### src/rtl/inst_fetch_ctrl_if.sv
// inst_fetch_ctrl_if: instruction-memory req/ack bus, branch redirect and IF/ID valid/ready
// handshake seen by the fetch controller.
interface inst_fetch_ctrl_if;
    logic        mem_req;
    logic [31:0] mem_addr;
    logic        mem_ack;
    logic [31:0] mem_rdata;
    logic        branch_taken;
    logic [31:0] branch_addr;
    logic        if_valid;
    logic [31:0] if_instr;
    logic [31:0] if_pc;
    logic        if_ready;

    modport master (
        output mem_req, mem_addr, if_valid, if_instr, if_pc,
        input  mem_ack, mem_rdata, branch_taken, branch_addr, if_ready
    );

    modport slave (
        input  mem_req, mem_addr, if_valid, if_instr, if_pc,
        output mem_ack, mem_rdata, branch_taken, branch_addr, if_ready
    );
endinterface

### src/rtl/inst_fetch_ctrl.sv
// inst_fetch_ctrl: owns the fetch PC, requests words from instruction memory, buffers them in a
// prefetch FIFO for IF/ID and flushes on taken branches (dropping a fetch that is still in flight).
module inst_fetch_ctrl #(
    parameter logic [31:0] RESET_PC = 32'd0,
    parameter int          DEPTH    = 2
) (
    input  logic               clk,
    input  logic               rst_n,
    inst_fetch_ctrl_if.master  bus
);
    localparam int AW = (DEPTH > 1) ? $clog2(DEPTH) : 1;
    localparam int CW = AW + 1;

    typedef enum logic {RUN, DROP} state_t;

    state_t        state_q, state_d;
    logic [31:0]   fetch_pc_q, fetch_pc_d;
    logic [31:0]   addr_q, addr_d;
    logic          req_q, req_d;
    logic [AW-1:0] rd_q, rd_d, wr_q, wr_d;
    logic [CW-1:0] count_q, count_d;
    logic [31:0]   instr_q [DEPTH];
    logic [31:0]   instr_d [DEPTH];
    logic [31:0]   npc_q   [DEPTH];
    logic [31:0]   npc_d   [DEPTH];
    logic          ack, pend, push, pop, br;

    always_comb begin
        br         = bus.branch_taken;
        ack        = req_q & bus.mem_ack;
        pend       = req_q & ~ack;
        push       = ack & (state_q == RUN) & ~br;
        pop        = (count_q != '0) & bus.if_ready & ~br;
        instr_d    = instr_q;
        npc_d      = npc_q;
        if (push) begin
            instr_d[wr_q] = bus.mem_rdata;
            npc_d[wr_q]   = fetch_pc_q + 32'd4;
        end
        rd_d       = br ? '0 : rd_q + AW'(pop);
        wr_d       = br ? '0 : wr_q + AW'(push);
        count_d    = br ? '0 : count_q + CW'(push) - CW'(pop);
        fetch_pc_d = br ? {bus.branch_addr[31:2], 2'b00} : push ? fetch_pc_q + 32'd4 : fetch_pc_q;
        // an open request keeps its address; a drained DROP ack returns to RUN
        state_d    = br ? (pend ? DROP : RUN) : (ack ? RUN : state_q);
        req_d      = pend | (count_d < CW'(DEPTH));
        addr_d     = pend ? addr_q : fetch_pc_d;
    end

    always_ff @(posedge clk or negedge rst_n) begin
        if (!rst_n) begin
            state_q    <= RUN;
            fetch_pc_q <= RESET_PC;
            addr_q     <= RESET_PC;
            req_q      <= 1'b0;
            rd_q       <= '0;
            wr_q       <= '0;
            count_q    <= '0;
        end else begin
            state_q    <= state_d;
            fetch_pc_q <= fetch_pc_d;
            addr_q     <= addr_d;
            req_q      <= req_d;
            rd_q       <= rd_d;
            wr_q       <= wr_d;
            count_q    <= count_d;
        end
    end

    always_ff @(posedge clk) begin
        instr_q <= instr_d;
        npc_q   <= npc_d;
    end

    assign bus.mem_req  = req_q;
    assign bus.mem_addr = addr_q;
    assign bus.if_valid = (count_q != '0);
    assign bus.if_instr = bus.if_valid ? instr_q[rd_q] : '0;
    assign bus.if_pc    = bus.if_valid ? npc_q[rd_q] : '0;
endmodule

### src/flat_wrapper.sv
// flat-port wrapper written by rule: the top's interface ports become plain ports
module inst_fetch_ctrl_flat 
#(
    parameter logic [31:0] RESET_PC = 32'd0,
    parameter int          DEPTH    = 2
)
  (clk, rst_n, bus_mem_req, bus_mem_addr, bus_if_valid, bus_if_instr, bus_if_pc, bus_mem_ack, bus_mem_rdata, bus_branch_taken, bus_branch_addr, bus_if_ready);
  inst_fetch_ctrl_if bus_i ();
  input  logic clk;
  input  logic rst_n;
  output wire logic [$bits(bus_i.mem_req)-1:0] bus_mem_req;
  output wire logic [$bits(bus_i.mem_addr)-1:0] bus_mem_addr;
  output wire logic [$bits(bus_i.if_valid)-1:0] bus_if_valid;
  output wire logic [$bits(bus_i.if_instr)-1:0] bus_if_instr;
  output wire logic [$bits(bus_i.if_pc)-1:0] bus_if_pc;
  input wire logic [$bits(bus_i.mem_ack)-1:0] bus_mem_ack;
  input wire logic [$bits(bus_i.mem_rdata)-1:0] bus_mem_rdata;
  input wire logic [$bits(bus_i.branch_taken)-1:0] bus_branch_taken;
  input wire logic [$bits(bus_i.branch_addr)-1:0] bus_branch_addr;
  input wire logic [$bits(bus_i.if_ready)-1:0] bus_if_ready;
  assign bus_mem_req = bus_i.mem_req;
  assign bus_mem_addr = bus_i.mem_addr;
  assign bus_if_valid = bus_i.if_valid;
  assign bus_if_instr = bus_i.if_instr;
  assign bus_if_pc = bus_i.if_pc;
  assign bus_i.mem_ack = bus_mem_ack;
  assign bus_i.mem_rdata = bus_mem_rdata;
  assign bus_i.branch_taken = bus_branch_taken;
  assign bus_i.branch_addr = bus_branch_addr;
  assign bus_i.if_ready = bus_if_ready;
  inst_fetch_ctrl #(.RESET_PC(RESET_PC), .DEPTH(DEPTH)) u_core (.clk(clk), .rst_n(rst_n), .bus(bus_i));
endmodule
### config.mk
export PLATFORM = sky130hd
export DESIGN_NAME = inst_fetch_ctrl_flat
export DESIGN_NICKNAME = d
export VERILOG_FILES = /design/src/rtl/inst_fetch_ctrl_if.sv /design/src/rtl/inst_fetch_ctrl.sv /design/src/flat_wrapper.sv
export SDC_FILE = /design/constraint.sdc
export NUM_CORES = 1
export LEC_CHECK = 0
export BUFFER_PORTS_ARGS = -buffer_cell sky130_fd_sc_hd__buf_4
export CORE_MARGIN = 10
export CORE_UTILIZATION = 60
export DETAILED_ROUTE_END_ITERATION = 10
export PLACE_DENSITY = 0.85
export SLEW_MARGIN = 15
export SYNTH_ARGS = -nofsm -noshare
export SYNTH_HDL_FRONTEND = slang
export SYNTH_SLANG_ARGS = --single-unit
### constraint.sdc
create_clock -name clk -period 5.5 [get_ports clk]
set_input_delay 1.1 -clock clk [delete_from_list [all_inputs] [get_ports clk]]
set_output_delay 1.1 -clock clk [all_outputs]
set_load 0.1 [all_outputs]
==> results of run 1 <==
-- metrics by stage --
step / setup slack (ns) / instances
after global routing: 1.95 / 1030
after detailed placement: 2.26 / 998
after global placement: 2.33 / 998
after CTS: 2.01 / 1030
final: 2.02 / 1030
after floorplan: 1.58 / 692
-- worst max-delay path: stages (launching register included) --
cell and delay, ns:
dfrtp_4 1.14, mux2i_1 0.22, nor2_1 0.19, buf_4 0.32
-- synth_stat cells, types with 3 or more instances --
library cell  count  area (um2)
edfxtp_1        128        3840
nor2_1           96         360
dfrtp_1          70        1750
mux2i_1          66         661
nand2_1          49         184
xnor2_1          34         298
clkbuf_1         29         109
xor2_1           23         201
nand3_1          18        90.1
nand4_1          18         113
and3_1           17         106
a221o_1          15         150
mux2_2           15         169
o21ai_0          14        70.1
a21oi_1          13        65.1
nor4_1           12        75.1
buf_2            10        50.1
buf_1             9        33.8
inv_1             8        30.0
ha_1              5        62.6
nor2b_1           5        31.3
and4_1            4        35.0
o31ai_1           4        30.0
or4_1             4        30.0
nor3_1            3        15.0
or3_1             3        18.8
-- registers in the layout, indices dropped and copies added (netlist names) --
name	count
u_core.bus.mem_addr	32
u_core.bus.mem_req	1
u_core.count_q	2
u_core.fetch_pc_q	32
u_core.instr_q	64
u_core.npc_q	64
u_core.rd_q	1
u_core.state_q	1
u_core.wr_q	1
-- kinds of logic after synthesis --
group	synth area share
simple gates	0.138
flops	0.638
mux	0.0945
xor+xnor	0.0569
buf+inv	0.0254
compound gates	0.0403
fa+ha+maj	0.00713
-- power by group through the flow --
stage / logic (mW) / registers, mW / clock network [mW]
2_1_floorplan: 1.01 / 2.06 / 0
3_3_place_gp: 1.57 / 1.85 / 0
3_5_place_dp: 1.59 / 1.86 / 0
4_1_cts: 1.60 / 1.83 / 1.17
5_1_grt: 1.65 / 1.84 / 1.22
6_report: 1.59 / 1.83 / 1.14
-- area by class of cell --
class                   instances  area, um2
repair buffers                170       1300
multi-input cells             438       2970
clock buffers                  21        440
fillers                       990       3750
flip-flops and latches        198       5600
well taps                     184        230
clock inverters                11        100
inverters                       8       30.0
-- layer usage --
metal / part of all wire / GRT usage
met1: 0.44 / 0.272
met2: 0.47 / 0.321
met3: 0.075 / 0.0548
met4: 0.015 / 0.0679
met5: 0 / 0
-- path summary, 6_finish.rpt --
path	to	depth (start not counted)	from
max in group asynchronous	u_core.rd_q$_DFF_PN0_	1	rst_n
hold reg to reg	u_core.bus.mem_addr[2]$_DFFE_PN0N_	2	u_core.bus.mem_addr[2]$_DFFE_PN0N_
hold / removal	u_core.bus.mem_addr[2]$_DFFE_PN0N_	2	u_core.bus.mem_addr[2]$_DFFE_PN0N_
setup / recovery	bus_if_instr[24]	3	u_core.rd_q$_DFF_PN0_
setup reg to reg	u_core.bus.mem_addr[26]$_DFFE_PN0N_	6	u_core.fetch_pc_q[2]$_DFF_PN0_
min in group asynchronous	u_core.bus.mem_addr[21]$_DFFE_PN0N_	1	rst_n
==> results by group, run 1 <==
Run status
  • Status: completed

Setup path
  • Critical path class: reg -> out
  • Setup crit end kind: primary output
  • Startpoint types: register
  • CP max FO: 65
  • R2R Setup Slk: roughly 3.0 ns
  • Worst EP arrival: 2.38 ns
  • Crit path required time: 4.40 ns

Drt
  • Pre-antenna DRT Iters: 4
  • Antenna viol nets, final: 0
  • DR WL/cell: roughly 20 um
  • DRC errors left: 0
  • Total Routed Length: 20500 um
  • Via/cell ratio: roughly 5.7
  • DRT iter0 DRCs: 347
  • Vias: 5914

STA
  • Worst setup skew after layout: 0.0120 ns
  • Highest Clock Rate: 287 MHz
  • RSZ-0062 raised after global routing: false
  • Worst slew pin tran: approximately 1.1 ns
  • Final Hold Fails: 0
  • Tmin final: 3.48 ns
  • Final Max Tran Viols: 0
  • Final period util: 0.633
  • Min Hold Slack: 0.480 ns
  • Final setup vio count: 0
  • Setup_tns: 0 ns
  • Slew HR: 0.242

Synth
  • Mapped Cells: 692
  • Post-Syn Area per Cell: 12.7 um2
  • Post-Syn Nets: 766
  • Syn. warnings: 0
  • Post-synth EDFFs: 128
  • Synth Cell Area: 8780 um2
  • Number of distinct library cells after synthesis: 43
  • Synth Flop Type: edfxtp_1
  • Register bit count reported by yosys: 198
  • Seq/Total Area, Yosys: 0.638
  • Ys async rst share: 0.354

Power
  • P_leak: approximately 4.2 nW
  • Sequential Power Share: 0.401
  • Internal power: between 2 and 3 mW
  • Net Sw Power: 1.87 mW
  • Clk network pwr share: 0.251
  • Max VDD drop: 0.000195 V
  • Logic pwr share: 0.348
  • Switch share: 0.411
  • Power, Total: 4.56 mW
  • Pwr Density: 427 nW/um2

Layout
  • Post-layout util: 0.740
  • Commonest non-fill, non-tap cell in the layout: buf_4
  • Layout Nets: 907
  • Fraction of layout cells with a size suffix above 1: 0.267
  • N_diodes: 0
  • Synthesis-to-finish area growth: 21.6%
  • Most frequent cells in the layout: buf_4 (168), edfxtp_1 (128), nor2_1 (95), dfrtp_1 (69), mux2i_1 (66)
  • Post-route cell area: approximately 11000 um2

CTS
  • CTS buffer count: 17
  • Post-CTS Setup Repair Bufs: 0
  • Clock tree from TritonCTS: done
  • Cts hold-fix bufs: 0
  • # clock sinks: 198
  • Clk buf depth: 2
  • # H-tree levels: 4
  • Root Buffer: clkbuf_16
  • Latest clock arrival within the worst-skew pair: ~0.42 ns
  • Reg clk slew, reported paths: 0.07 ns
  • # resized after CTS: 0

Global route
  • Largest net degree at the start of global routing: 71
  • Vias in the first global route: a little over 6000
  • GRT Util Overall: 0.205
  • Overflow after GRT: 0
  • First-pass GRT wire length: 32700 um
  • Initial antenna violation count: 0

Die
  • Die X: 141 um
  • Site row count: 44
  • Die height: about 140 um
  • Initial Util: 0.608
  • Core footprint: ~14000 um2
  • Die ar.: 19900 um2
  • I/O pins: 167

Min path
  • Worst min-delay path class: reg -> reg

Placement
  • Final RePlAce weighted congestion: 0.884
  • DP Wirelength: between 10000 and 15000 um
  • Number of port buffers: between 150 and 200
  • Area after DPL: 10100 um2

Flow run
  • Max Cap Violations: 0
Power figures use the tool's default switching activity.
==> run 2, diff against run 1 <==
Settings changed: CORE_UTILIZATION 60 to 55, PLACE_DENSITY 0.85 to 0.79.
Clock period 5.5 ns to 3.54 ns, I/O delays scaled along.
==> run 2 against run 1 <==
  * Critical path depth up 1
  * First-iteration DRC count up 17%
  * Sequential power grew 54%
  * Design area increased by 0.86%
  * Global-route usage decreased by 1.1 points
  * Core utilization is 5.7 points lower
  * Clock power up 61%
  * Register-to-register slack got worse by 1.9 ns
  * Final cell count grew 3.4%
  * Critical endpoint is now bus_if_instr[18]
  * Via count up 0.27%
  * Combinational power is 57% higher
  * Highest routed layer unchanged
==> results by group, run 2 (synthesis results as in run 1) <==
STA
  • Slew HR: 0.276
  • Tmin final: 2.94 ns
  • Worst Setup Slack, final: about 0.6 ns
  • Highest Clock Rate: 340 MHz
  • Final period util: 0.830
  • Final setup vio count: 0
  • Worst setup skew after layout: 0.0202 ns
  • Final Hold Fails: 0
  • Final Max Tran Viols: 0
  • RSZ-0062 raised after global routing: false
  • Worst slew pin tran: 1.09 ns

Power
  • Net Sw Power: around 3 mW
  • Max VDD drop: 0.000372 V
  • Logic pwr share: 0.348
  • P_leak: 4.23 nW
  • Pwr Density: 664 nW/um2
  • Sequential Power Share: 0.395
  • Power, Total: 7.15 mW
  • Clk network pwr share: 0.257
  • Switch share: 0.414
  • Internal power: 4.19 mW

Global route
  • Met3 usage: 0.0547
  • Gr busiest metal: met2
  • Vias in the first global route: roughly 6000
  • Met1 usage: 0.259
  • First-pass GRT wire length: 33500 um
  • GRT Util Overall: 0.194
  • Met2 Use GR: 0.300
  • Largest net degree at the start of global routing: 71
  • Overflow after GRT: 0
  • Initial antenna violation count: 0

Placement
  • DP Wirelength: 14700 um
  • Post-Place Cells: 1033
  • Pre-CTS setup slack: 0.828 ns
  • Final RePlAce weighted congestion: 0.851
  • Number of port buffers: 164

Setup path
  • Critical path class: reg -> out
  • Worst reg2reg path startpoint: u_core.fetch_pc_q[9]$_DFF_PN0_
  • Startpoint types: register
  • Crit path required time: 2.83 ns
  • CP max FO: 43
  • Setup crit end kind: primary output
  • Reg2reg end: u_core.bus.mem_addr[31]$_DFFE_PN0N_
  • Critical path buffers and inverters: 2
  • Slowest CP cell: dfrtp_4
  • CP max stage delay: 0.94 ns
  • Largest delay share family, worst path: flip-flops
  • R2R Setup Slk: 1.04 ns
  • Crit path cell chain: buf_12 -> mux2i_1 -> nor2_1 -> buf_4
  • Worst EP arrival: 2.23 ns
  • Worst R2R Path Depth: 5

Drt
  • Antenna viol nets, final: 0
  • Via/cell ratio: approximately 5.6
  • DR WL/cell: 19.5 um
  • DRT iter0 DRCs: 405
  • Vias: 5930
  • Total Routed Length: 20800 um
  • DRC errors left: 0
  • Pre-antenna DRT Iters: 5

CTS
  • Clk buf depth: 2
  • Reg clk slew, reported paths: about 0.070 ns
  • # resized after CTS: 0
  • Cts hold-fix bufs: 0
  • CTS buffer count: 17
  • Root Buffer: clkbuf_16
  • Clock tree from TritonCTS: done
  • # H-tree levels: 4
  • Post-CTS Setup Repair Bufs: 0
  • # clock sinks: a little under 200
  • Latest clock arrival within the worst-skew pair: 0.44 ns

Die
  • Core footprint: 15800 um2
  • Site row count: 46
  • Die X: 146 um
  • Initial Util: 0.556
  • I/O pins: 167
  • Die height: 146 um
  • Die ar.: 21400 um2

Flow run
  • Max Cap Violations: 0

Layout
  • Fraction of layout cells with a size suffix above 1: 0.272
  • Layout Nets: 910
  • Post-layout util: 0.683
  • Most frequent cells in the layout: buf_4 (170), edfxtp_1 (128), nor2_1 (95), dfrtp_1 (69), mux2i_1 (66)
  • Biggest regs: u_core.instr_q: 64 flops, u_core.npc_q: 64 flops
  • Fin cells: roughly 1100
  • Commonest non-fill, non-tap cell in the layout: buf_4
  • Synthesis-to-finish area growth: 22.7%
  • N_diodes: 0

Run status
  • Status: completed

Min path
  • Worst min-delay path class: in -> async
run 2: worst max path at each step:
stage	start	endpoint	slack (ns)	cells past startpoint
after floorplan	u_core.bus.mem_req$_DFF_PN0_	u_core.instr_q[0]$_DFFE_PP_	-0.38	4
after global placement	bus_branch_taken	u_core.bus.mem_addr[10]$_DFFE_PN0N_	0.91	5
after detailed placement	bus_branch_taken	u_core.bus.mem_addr[8]$_DFFE_PN0N_	0.83	5
after CTS	u_core.rd_q$_DFF_PN0_	bus_if_instr[18]	0.57	4
after global routing	u_core.rd_q$_DFF_PN0_	bus_if_instr[13]	0.47	4
final	u_core.rd_q$_DFF_PN0_	bus_if_instr[18]	0.60	4
run 2: metal layers:
layer  vias to the layer above  wire [um]
li1                       2786          -
met2                       232       9800
met1                      2890       9050
met4                         0        283
met5                         -          0
met3                        22       1680
run 2: power groups by stage:
stage	Combinational (mW)	Clock, mW	Sequential, mW
final	2.49	1.84	2.82
after global routing	2.59	1.97	2.84
after CTS	2.50	1.86	2.82
after detailed placement	2.50	0	2.87
after global placement	2.47	0	2.86
after floorplan	1.57	0	3.20
run 2: through the flow:
| stage | hold WS (ns) | cell area [um2] | TNS [ns] |
|---|---|---|---|
| after floorplan | 0.412 | 8780 | -48.47 |
| after global placement | 0.446 | 10200 | 0 |
| after detailed placement | 0.448 | 10200 | 0 |
| after CTS | 0.422 | 10800 | 0 |
| after global routing | 0.440 | 10800 | 0 |
| final | 0.374 | 10800 | 0 |
run 2: final cells by class:
cell class | instances | area [um2]
flip-flops and latches | 198 | 5600
fillers | 1175 | 5000
multi-input cells | 438 | 2970
repair buffers | 173 | 1340
clock buffers | 20 | 437
well taps | 216 | 270
clock inverters | 12 | 120
inverters | 8 | 30.0
